File: src/rtl/morse_key_controller.sv
`default_nettype none
// ============================================================================
// Module      : morse_key_controller
// Description : Front-end sequencer for a combinational Morse-to-ASCII
//               decoder. Synchronizes and debounces a straight key, times
//               marks and gaps, packs up to five dot/dash elements into the
//               10-bit decoder symbol vector, samples the decoder at letter
//               end and hands the character out through a one-entry
//               valid/ready buffer.
// Revision    : 1.0 - initial release
// ----------------------------------------------------------------------------
// Ports:
//   clk         in   system clock
//   rst_n       in   asynchronous active-low reset
//   key_in      in   raw key (1 = pressed), asynchronous to clk
//   morse_vec   out  [9:0] symbol vector to decoder (first element in [9:8];
//                    10 = dot, 11 = dash, 01 = unused)
//   dec_ascii   in   [7:0] decoder ASCII result
//   dec_valid   in   decoder valid flag
//   char_out    out  [7:0] decoded character
//   char_valid  out  char_out holds an undelivered character
//   char_ready  in   consumer accepts char_out
//   err_invalid out  one-cycle pulse: invalid letter or more than 5 elements
//   err_overrun out  one-cycle pulse: character dropped, buffer full
//   busy        out  symbol in progress
// Optional feature macro:
//   WORD_SPACE_EN - emit one ASCII space after a word gap of 7 units
// ============================================================================
module morse_key_controller #(
  parameter int UNIT_CYCLES     = 5000000,
  parameter int DEBOUNCE_CYCLES = 500000,
  parameter int MAX_ELEM        = 5
) (
  input  logic       clk,
  input  logic       rst_n,
  input  logic       key_in,
  output logic [9:0] morse_vec,
  input  logic [7:0] dec_ascii,
  input  logic       dec_valid,
  output logic [7:0] char_out,
  output logic       char_valid,
  input  logic       char_ready,
  output logic       err_invalid,
  output logic       err_overrun,
  output logic       busy
);

  localparam int         DUR_MAX = 7 * UNIT_CYCLES;
  localparam int         DUR_W   = $clog2(DUR_MAX + 1);
  localparam int         DB_W    = $clog2(DEBOUNCE_CYCLES + 1);
  localparam logic [9:0] VEC_PAD = 10'b0101010101;

  typedef enum logic [1:0] {
    ST_IDLE   = 2'd0,
    ST_MARK   = 2'd1,
    ST_GAP    = 2'd2,
    ST_DECODE = 2'd3
  } state_e;

  // --------------------------------------------------------------------------
  // Key conditioning
  // --------------------------------------------------------------------------
  logic            key_s1_q, key_s2_q;
  logic            key_db_q, key_db_d;
  logic [DB_W-1:0] db_cnt_q, db_cnt_d;
  logic            w_rise, w_fall;

  always_comb begin
    key_db_d = key_db_q;
    db_cnt_d = '0;
    if (key_s2_q != key_db_q) begin
      if (db_cnt_q == DB_W'(DEBOUNCE_CYCLES - 1)) begin
        key_db_d = key_s2_q;
      end else begin
        db_cnt_d = db_cnt_q + 1'b1;
      end
    end
  end

  // Edges are seen in the cycle the debouncer commits, so the FSM and the
  // duration counter react on the same clock edge that updates key_db.
  assign w_rise = key_db_d & ~key_db_q;
  assign w_fall = ~key_db_d & key_db_q;

  // --------------------------------------------------------------------------
  // Duration counter: saturating, cleared on every debounced edge
  // --------------------------------------------------------------------------
  logic [DUR_W-1:0] dur_q, dur_d;
  logic             w_is_dash;

  always_comb begin
    dur_d = dur_q;
    if (w_rise || w_fall) begin
      dur_d = '0;
    end else if (dur_q != DUR_W'(DUR_MAX)) begin
      dur_d = dur_q + 1'b1;
    end
  end

  // Mark length is dur_q + 1 in the cycle the release commits.
  assign w_is_dash = (dur_q >= DUR_W'(2 * UNIT_CYCLES - 1));

  // --------------------------------------------------------------------------
  // Symbol FSM
  // --------------------------------------------------------------------------
  state_e     state_q, state_d;
  logic [9:0] vec_q, vec_d;
  logic [2:0] idx_q, idx_d;
  logic       ovf_q, ovf_d;
  logic       w_dec_load;
  logic       w_inv;

  always_comb begin
    state_d    = state_q;
    vec_d      = vec_q;
    idx_d      = idx_q;
    ovf_d      = ovf_q;
    w_dec_load = 1'b0;
    w_inv      = 1'b0;
    case (state_q)
      ST_IDLE: begin
        if (w_rise) state_d = ST_MARK;
      end
      ST_MARK: begin
        if (w_fall) begin
          if (idx_q < 3'(MAX_ELEM)) begin
            for (int e = 0; e < MAX_ELEM; e++) begin
              if (idx_q == 3'(e)) vec_d[9-2*e -: 2] = w_is_dash ? 2'b11 : 2'b10;
            end
            idx_d = idx_q + 3'd1;
          end else begin
            ovf_d = 1'b1;
          end
          state_d = ST_GAP;
        end
      end
      ST_GAP: begin
        if (w_rise) begin
          state_d = ST_MARK;
        end else if (dur_q == DUR_W'(3 * UNIT_CYCLES - 1)) begin
          state_d = ST_DECODE;
        end
      end
      ST_DECODE: begin
        if (dec_valid && !ovf_q) begin
          w_dec_load = 1'b1;
        end else begin
          w_inv = 1'b1;
        end
        vec_d   = VEC_PAD;
        idx_d   = 3'd0;
        ovf_d   = 1'b0;
        // key_db_d catches a press committing in this very cycle.
        state_d = key_db_d ? ST_MARK : ST_IDLE;
      end
      default: state_d = ST_IDLE;
    endcase
  end

  // --------------------------------------------------------------------------
  // Word space generation
  // --------------------------------------------------------------------------
  logic w_space;

`ifdef WORD_SPACE_EN
  logic space_armed_q, space_armed_d;

  // Armed once a letter ends with the key up; the counter keeps running from
  // the last release, so reaching 7 units in IDLE means a word gap.
  always_comb begin
    space_armed_d = space_armed_q;
    w_space       = 1'b0;
    if (state_q == ST_DECODE) begin
      space_armed_d = ~key_db_d;
    end else if (state_q == ST_IDLE) begin
      if (w_rise) begin
        space_armed_d = 1'b0;
      end else if (space_armed_q && (dur_q == DUR_W'(DUR_MAX - 1))) begin
        w_space       = 1'b1;
        space_armed_d = 1'b0;
      end
    end
  end

  always_ff @(posedge clk or negedge rst_n) begin
    if (!rst_n) begin
      space_armed_q <= 1'b0;
    end else begin
      space_armed_q <= space_armed_d;
    end
  end
`else
  assign w_space = 1'b0;
`endif

  // --------------------------------------------------------------------------
  // One-entry output buffer
  // --------------------------------------------------------------------------
  logic [7:0] char_q, char_d;
  logic       cv_q, cv_d;
  logic       ovr_d;
  logic       w_buf_load;
  logic [7:0] w_buf_char;
  logic       w_drain;

  assign w_buf_load = w_dec_load | w_space;
  assign w_buf_char = w_space ? 8'h20 : dec_ascii;
  assign w_drain    = cv_q & char_ready;

  always_comb begin
    char_d = char_q;
    cv_d   = cv_q;
    ovr_d  = 1'b0;
    if (w_buf_load) begin
      // A drain in the same cycle frees the slot for the new character.
      if (!cv_q || w_drain) begin
        char_d = w_buf_char;
        cv_d   = 1'b1;
      end else begin
        ovr_d  = 1'b1;
      end
    end else if (w_drain) begin
      cv_d = 1'b0;
    end
  end

  // --------------------------------------------------------------------------
  // State registers
  // --------------------------------------------------------------------------
  logic err_inv_q, err_ovr_q;

  always_ff @(posedge clk or negedge rst_n) begin
    if (!rst_n) begin
      key_s1_q  <= 1'b0;
      key_s2_q  <= 1'b0;
      key_db_q  <= 1'b0;
      db_cnt_q  <= '0;
      dur_q     <= '0;
      state_q   <= ST_IDLE;
      vec_q     <= VEC_PAD;
      idx_q     <= 3'd0;
      ovf_q     <= 1'b0;
      char_q    <= 8'h00;
      cv_q      <= 1'b0;
      err_inv_q <= 1'b0;
      err_ovr_q <= 1'b0;
    end else begin
      key_s1_q  <= key_in;
      key_s2_q  <= key_s1_q;
      key_db_q  <= key_db_d;
      db_cnt_q  <= db_cnt_d;
      dur_q     <= dur_d;
      state_q   <= state_d;
      vec_q     <= vec_d;
      idx_q     <= idx_d;
      ovf_q     <= ovf_d;
      char_q    <= char_d;
      cv_q      <= cv_d;
      err_inv_q <= w_inv;
      err_ovr_q <= ovr_d;
    end
  end

  assign morse_vec   = vec_q;
  assign char_out    = char_q;
  assign char_valid  = cv_q;
  assign err_invalid = err_inv_q;
  assign err_overrun = err_ovr_q;
  assign busy        = (state_q != ST_IDLE);

endmodule
`default_nettype wire
File: config.mk
export PLATFORM = sky130hd
export DESIGN_NAME = morse_key_controller
export DESIGN_NICKNAME = d
export VERILOG_FILES = /design/src/rtl/morse_key_controller.sv
export SDC_FILE = /design/constraint.sdc
export NUM_CORES = 1
export LEC_CHECK = 0
export BUFFER_PORTS_ARGS = -buffer_cell sky130_fd_sc_hd__buf_2
export CORE_MARGIN = 2
export CORE_UTILIZATION = 54
export CTS_CLUSTER_DIAMETER = 50
export DETAILED_ROUTE_END_ITERATION = 6
export PLACE_DENSITY = 0.77
export SYNTH_ARGS = -nofsm -noshare
export SYNTH_HDL_FRONTEND = slang
export SYNTH_SLANG_ARGS = --single-unit
File: constraint.sdc
create_clock -name clk -period 3 [get_ports clk]
set_input_delay 0.15 -clock clk [delete_from_list [all_inputs] [get_ports clk]]
set_output_delay 0.15 -clock clk [all_outputs]
set_load 0.005 [all_outputs]
==> impl_metrics.ini, run 1 <==
[timing]
setup_violations = 0
worst_pin_slew_ps = 912
finalHoldViolations = 0
slew_headroom_pct = 39.2
skew_ps = 9.20
finalCritPeriodShare_pct = 95.3
rsz0062_at_grt = no
fmax_mhz = 350
drv_slew = 0
setup_tns_ps = 0
period_minus_slack_ps = 2860

[logic_synthesis]
seq_area_frac_synth_pct = 47.9
syn_area_per_cell_sq_um = 9.69
ys_ff_latch = 75
synth_area_sq_mm = 0.00393
syn_inst = 406
synth_top_flop_cell = dfrtp_1
syn-num-nets = 429
yosysUniqueCellTypes = 49
async_reset_ff_share_pct = 100
synth_enable_flop_cells = 0
synth_warnings = 0

[clock_tree]
worstSkewPairLatency_ps = 360
path_clk_slew_ps = 80
cts_tree = yes
cts_htree_levels = 3
clock-sinks = 75
numCtsBuffers = 9
post_cts_buffers = 0
clock-root-buffer = clkbuf_8
clock_path_buffers = 2

[routing]
drtAntennaViolNets = 0
wl_microns = 8280
via_per_inst = 5.98
wire_per_inst_microns = 15.2
first_pass_iters = 5
drtIter0Drc = 237
drc_errors = 0
vias = 3247

[final_layout]
regArea_sq_mm = 0.00188
layout.nets = 462
nFillCells = 587
multi_input_area_sq_mm = 0.00190
drive_gt1_share_pct = 18.0
final_util_pct = 62.6
antennaDiodeCount = 0
area.growth.synth_to_final_pct = 13.6

[critical_path]
crit_family = simple AND/OR/NAND/NOR gates
crit_slowest_cell = or4_4
crit_path_start_kind = flip-flop
crit_buf_inv = 1
worstPathArrival_ps = 3130
cp-end-kind = flip-flop
critPathRequiredTime_ps = 3280
cpPeakStageDelay_ps = 590
cp_max_fo = 8
crit_type = flip-flop to flip-flop
critical_path.cell_chain = or4b_1, or4_4, nor2_2, mux2i_1, ha_2, buf_4, and3_1, a22oi_1, o22ai_1

[floorplan]
die_h_microns = 89.3
core_area_sq_mm = 0.00714
start_util_pct = 55.1
dieArea_sq_mm = 0.00798
placementRows = 31
io_pins = 35
die_w_microns = 89.3

[power_and_ir_drop]
ir_drop_mv = 0.226
power_density_mw_per_mm2 = 432
power.leakage_nw = 1.96

[global_routing]
grt_max_degree = 76
grt_usage_pct = 21.5
antenna_found_initial = 0
grt_pass1_wl_microns = 13300
grt_pass1_vias = 2882
grt_overflow = 0

[run_status]
status = complete, no violations

[flow_run]
maxCapViolations = 0

[placement]
io_buffers = 34
dp_hpwl_microns = 5670
place_congestion = 0.852

[min_path]
hold_class = input port to flip-flop
[synthesized netlist by cell type, types with 9 or more instances]
library cell / number / area, sq um
clkbuf_1: 17 / 63.8
o21ai_0: 9 / 45.0
or4_1: 15 / 113
nor2_1: 49 / 184
xor2_1: 12 / 105
nor4_1: 9 / 56.3
xnor2_1: 13 / 114
mux2_2: 9 / 101
dfrtp_1: 70 / 1750
inv_1: 17 / 63.8
nand4_1: 17 / 106
nand2_1: 20 / 75.1
a21oi_1: 22 / 110
o31ai_1: 12 / 90.1
ha_1: 10 / 125
nand3_1: 22 / 110
[cells in the final DEF, fill, tap and decap left out, types with 12 or more instances in the layout]
master   instances
a21oi_1         22
buf_2           33
dfrtp_1         70
inv_1           17
nand2_1         20
nand3_1         22
nand4_1         17
nor2_1          48
o31ai_1         12
or4_1           15
xnor2_1         13
xor2_1          12
[per-stage QoR]
step / cell area [sq um] / hold WS, ps / total power [mW] / cells / setup slack (ps)
after floorplan: 3930 / -146 / 1.05 / 406 / 56.2
after global placement: 4210 / 263 / 1.08 / 525 / 140
after detailed placement: 4210 / 269 / 1.08 / 525 / 80.9
after CTS: 4460 / 8.77 / 1.95 / 543 / 47.2
after global routing: 4470 / 0.673 / 2.01 / 543 / 21.1
final: 4470 / 18.7 / 1.93 / 543 / 142
[cell families after synthesis]
kind of cell | synth area share (%)
simple gates | 25.3
flops | 47.9
compound gates | 10.8
buf+inv | 3.98
xor+xnor | 5.57
mux | 3.34
fa+ha+maj | 3.18
[power by group]
group	leakage [nW]	internal, mW	total, mW	switching, mW
registers	1.01	1.02	1.02	0.00460
logic	0.847	0.0124	0.0416	0.0292
clock network	0.108	0.490	0.868	0.377
[area by class of cell]
cell class / count / share of cell area, %
clock inverters: 6 / 1.99
flip-flops and latches: 75 / 42.2
well taps: 99 / 2.77
repair buffers: 44 / 5.94
multi-input cells: 292 / 42.6
clock buffers: 10 / 3.08
inverters: 17 / 1.43
[registers in the layout, indices dropped and copies added, names as in the netlist]
signal and cells:
char_valid 1, char_out 8, dur_q 26, db_cnt_q 19, key_s2_q 1, idx_q 3, key_db_q 1, morse_vec 10
ovf_q 1, err_overrun 1, err_invalid 1, state_q 2, key_s1_q 1
[layer usage]
metal | up-vias | track usage, % | share of wire, %
li1 | 1541 | - | -
met1 | 1563 | 29.2 | 46
met2 | 128 | 33.3 | 47
met3 | 15 | 5.08 | 5.2
met4 | 0 | 8.82 | 1.7
met5 | - | 0 | 0
[repair_timing]
item,in CTS,in global routing
setup endpoints to repair,0,23
resized for setup,0,3
endpoints found under the hold margin,71,0
hold buffers,2,0
[final timing paths]
path                                             start                      end  slack [ps]  cells after the start
worst max register to register  db_cnt_q[11]$_DFF_PN0_     idx_q[1]$_DFFE_PN0P_         140                      9
max in group asynchronous                        rst_n    db_cnt_q[1]$_DFF_PN0_        1930                      2
worst min register to register      key_s1_q$_DFF_PN0_       key_s2_q$_DFF_PN0_         370                      0
min in group asynchronous                        rst_n    dur_q[22]$_DFFE_PN0P_         480                      2
worst max-delay path            db_cnt_q[11]$_DFF_PN0_     idx_q[1]$_DFFE_PN0P_         140                      9
worst min-delay path                      dec_ascii[3]  char_out[3]$_DFFE_PN0P_          20                      2
(Power assumes the default switching activity.)
==> inputs of run 2 (changes only) <==
ABC_AREA = 1   (was unset)
==> run 2 against run 1 <==
Net effect:
- sequential share of layout area fell by 2.6 points
- first-iteration DRC count is 13% lower
- utilization fell by 0.69 points
- clock power shrank 7.6%
- worst setup slack improved by 290 ps
- fmax grew 11%
- clock skew rose by 10 ps
- global-route usage up 2.5 points
- non-clock buffer count decreased by 7
- total power shrank 3.4%
- area after synthesis is 8.0% higher
- critical path type unchanged
- critical endpoint is now morse_vec[3]$_DFFE_PN0P_
- largest power group unchanged
==> impl_metrics.ini, run 2 <==
[floorplan]
io_pins = 35
dieArea_sq_mm = 0.00859
die_h_microns = 92.7
core_area_sq_mm = 0.00769
start_util_pct = 55.3
die_w_microns = 92.7
placementRows = 32

[timing]
setup_violations = 0
finalCritPeriodShare_pct = 85.5
skew_ps = 19.2
setup_tns_ps = 0
worst_pin_slew_ps = 930
rsz0062_at_grt = no
slew_headroom_pct = 38.0
drv_slew = 0
finalHoldViolations = 0
fmax_mhz = 390
period_minus_slack_ps = 2560

[critical_path]
critPathRequiredTime_ps = 3240
reg2reg_slack_ps = 440
critPathLaunch = db_cnt_q[0]$_DFF_PN0_
worstPathArrival_ps = 2800
worstReg2RegStart = db_cnt_q[0]$_DFF_PN0_
crit_type = flip-flop to flip-flop
cp-endpoint = morse_vec[3]$_DFFE_PN0P_
r2r_cells = 12
crit_path_start_kind = flip-flop
cp-end-kind = flip-flop
r2r_end = morse_vec[3]$_DFFE_PN0P_
cp_max_fo = 7

[global_routing]
antenna_found_initial = 0
grt_usage_pct = 24.1
grt_pass1_vias = 3713
grt_pass1_wl_microns = 16600
grt_max_degree = 76
grt_overflow = 0

[final_layout]
final_util_pct = 61.9
drive_gt1_share_pct = 13.2
layout_commonest_cell = nand2_1
final_cell_mix = nand2_1, nor2_1, inv_1, dfrtp_1, buf_2
area.growth.synth_to_final_pct = 12.0
largest_register = dur_q
antennaDiodeCount = 0
largest_reg_flops = 26
layout.nets = 639

[logic_synthesis]
synth_most_common_cell = nand2_1
seq_area_frac_synth_pct = 44.3
async_reset_ff_share_pct = 100
yosys-top-cells-count = nand2_1, nor2_1, inv_1
synth_top_family_by_area = simple AND/OR/NAND/NOR gates
synth_simple_gate_area_share_pct = 34.3
synth_enable_flop_cells = 0
ys_ff_latch = 75
synthMuxAreaShare_pct = 2.12
synth_area_sq_mm = 0.00425
synth_top_cell_by_area = dfrtp_1
ys_top_cells_by_area = dfrtp_1, nand2_1, nor2_1
synth_compound_area_share_pct = 6.30
synth_warnings = 0
yosysUniqueCellTypes = 35
synth_top_area_share_pct = 41.2
synth_top_flop_cell = dfrtp_1
syn-num-nets = 596
syn_inst = 573
synthXorXnorAreaFrac_pct = 2.06
syn_area_per_cell_sq_um = 7.42
synth_fa_ha_area_share_pct = 2.94

[routing]
first_pass_iters = 5
wl_microns = 9620
drc_errors = 0
drtIter0Drc = 207
vias = 3797
via_per_inst = 5.25
drtAntennaViolNets = 0
wire_per_inst_microns = 13.3

[min_path]
whs_path_depth = 2
hold_class = input port to flip-flop

[power_and_ir_drop]
power_density_mw_per_mm2 = 392
power.leakage_nw = 2.28
ir_drop_mv = 0.220

[clock_tree]
clock-sinks = 75
clock_path_buffers = 2
path_clk_slew_ps = 90
cts_tree = yes
clock-root-buffer = clkbuf_8
worstSkewPairLatency_ps = 360
cts_htree_levels = 3
post_cts_buffers = 0
ctsResizeCount = 0
numCtsBuffers = 9

[placement]
dp_hpwl_microns = 7030
io_buffers = 34
place_congestion = 0.946

[run_status]
status = complete, no violations

[flow_run]
maxCapViolations = 0
## run 2: cell types whose count changed in the layout (fill, tap and decap cells not counted), sizes merged, moves of 8 or more
cell and change:
nor2 +59, and4 -8, nor3 +24, or4 -16, inv +64, nand3 +10
o31ai -11, nand2 +120, xnor2 -12, nor4 -9, o21ai +12
## run 2: logic make-up after synthesis
| kind of cell | after synthesis |
|---|---|
| AND/OR/NAND/NOR | 332 |
| buffers and inverters | 88 |
| flip-flops | 75 |
| AO/OA/AOI/OAI | 50 |
| XOR/XNOR | 10 |
| adder cells (fa/ha/maj) | 10 |
| multiplexers | 8 |
## run 2: how the worst min path moves through the flow
| stage | from | slack, ps | endpoint |
|---|---|---|---|
| after floorplan | rst_n | -150 | char_out[0]$_DFFE_PN0P_ |
| after global placement | key_in | 260 | key_s1_q$_DFF_PN0_ |
| after detailed placement | key_in | 270 | key_s1_q$_DFF_PN0_ |
| after CTS | dec_ascii[5] | 10 | char_out[5]$_DFFE_PN0P_ |
| after global routing | dec_ascii[5] | 20 | char_out[5]$_DFFE_PN0P_ |
| final | dec_ascii[5] | 20 | char_out[5]$_DFFE_PN0P_ |
## run 2: power breakdown
group	internal, mW	leakage [nW]	total [mW]	switching [mW]
combinational	0.0124	1.18	0.0436	0.0312
sequential	1.02	1.01	1.02	0.00334
clock	0.429	0.0986	0.802	0.373
## run 2: area by class of cell
| type | count | area, sq um |
|---|---|---|
| Sequential cell | 75 | 1880 |
| Inverter | 83 | 312 |
| Clock buffer | 12 | 155 |
| Fill cell | 705 | 2930 |
| Tap cell | 102 | 128 |
| Multi-Input combinational cell | 410 | 2030 |
| Clock inverter | 4 | 50.0 |
| Timing Repair Buffer | 37 | 200 |
## run 2: worst max-delay path, cell delays in order, from the launching register on
cell and delay, ps:
dfrtp_1 370, ha_1 220, nand3_2 160, nor2_1 190, nand3_1 140, nand2_1 80
nand2_1 90, ha_1 220, o21ai_0 450, inv_1 150, nand2_2 150, nor2_1 70
o21a_1 170
## run 2: what timing repair did
item / 4_1_cts / 5_1_grt
endpoints found under the setup margin: 0 / 0
endpoints found under the hold margin: 71 / 0
hold buffers: 2 / 0
## run 2: through the flow
| step | instance area [sq um] | setup slack (ps) | hold slack, ps | std cells | total power [mW] |
|---|---|---|---|---|---|
| global route | 4760 | 162 | 20.3 | 723 | 1.93 |
| finish | 4760 | 436 | 15.7 | 723 | 1.86 |
| CTS | 4760 | 458 | 10.1 | 723 | 1.88 |
| global placement | 4530 | 623 | 262 | 705 | 1.08 |
| detailed placement | 4530 | 505 | 270 | 705 | 1.08 |
| floorplan | 4250 | 817 | -146 | 573 | 1.05 |
## run 2: metal layers
metal	GRT usage [%]	share of wire, %	up-vias
met3	5.45	4.7	21
li1	-	-	1914
met1	30.9	45	1760
met2	40.9	48	102
met4	7.11	2.0	0
met5	0	0	-
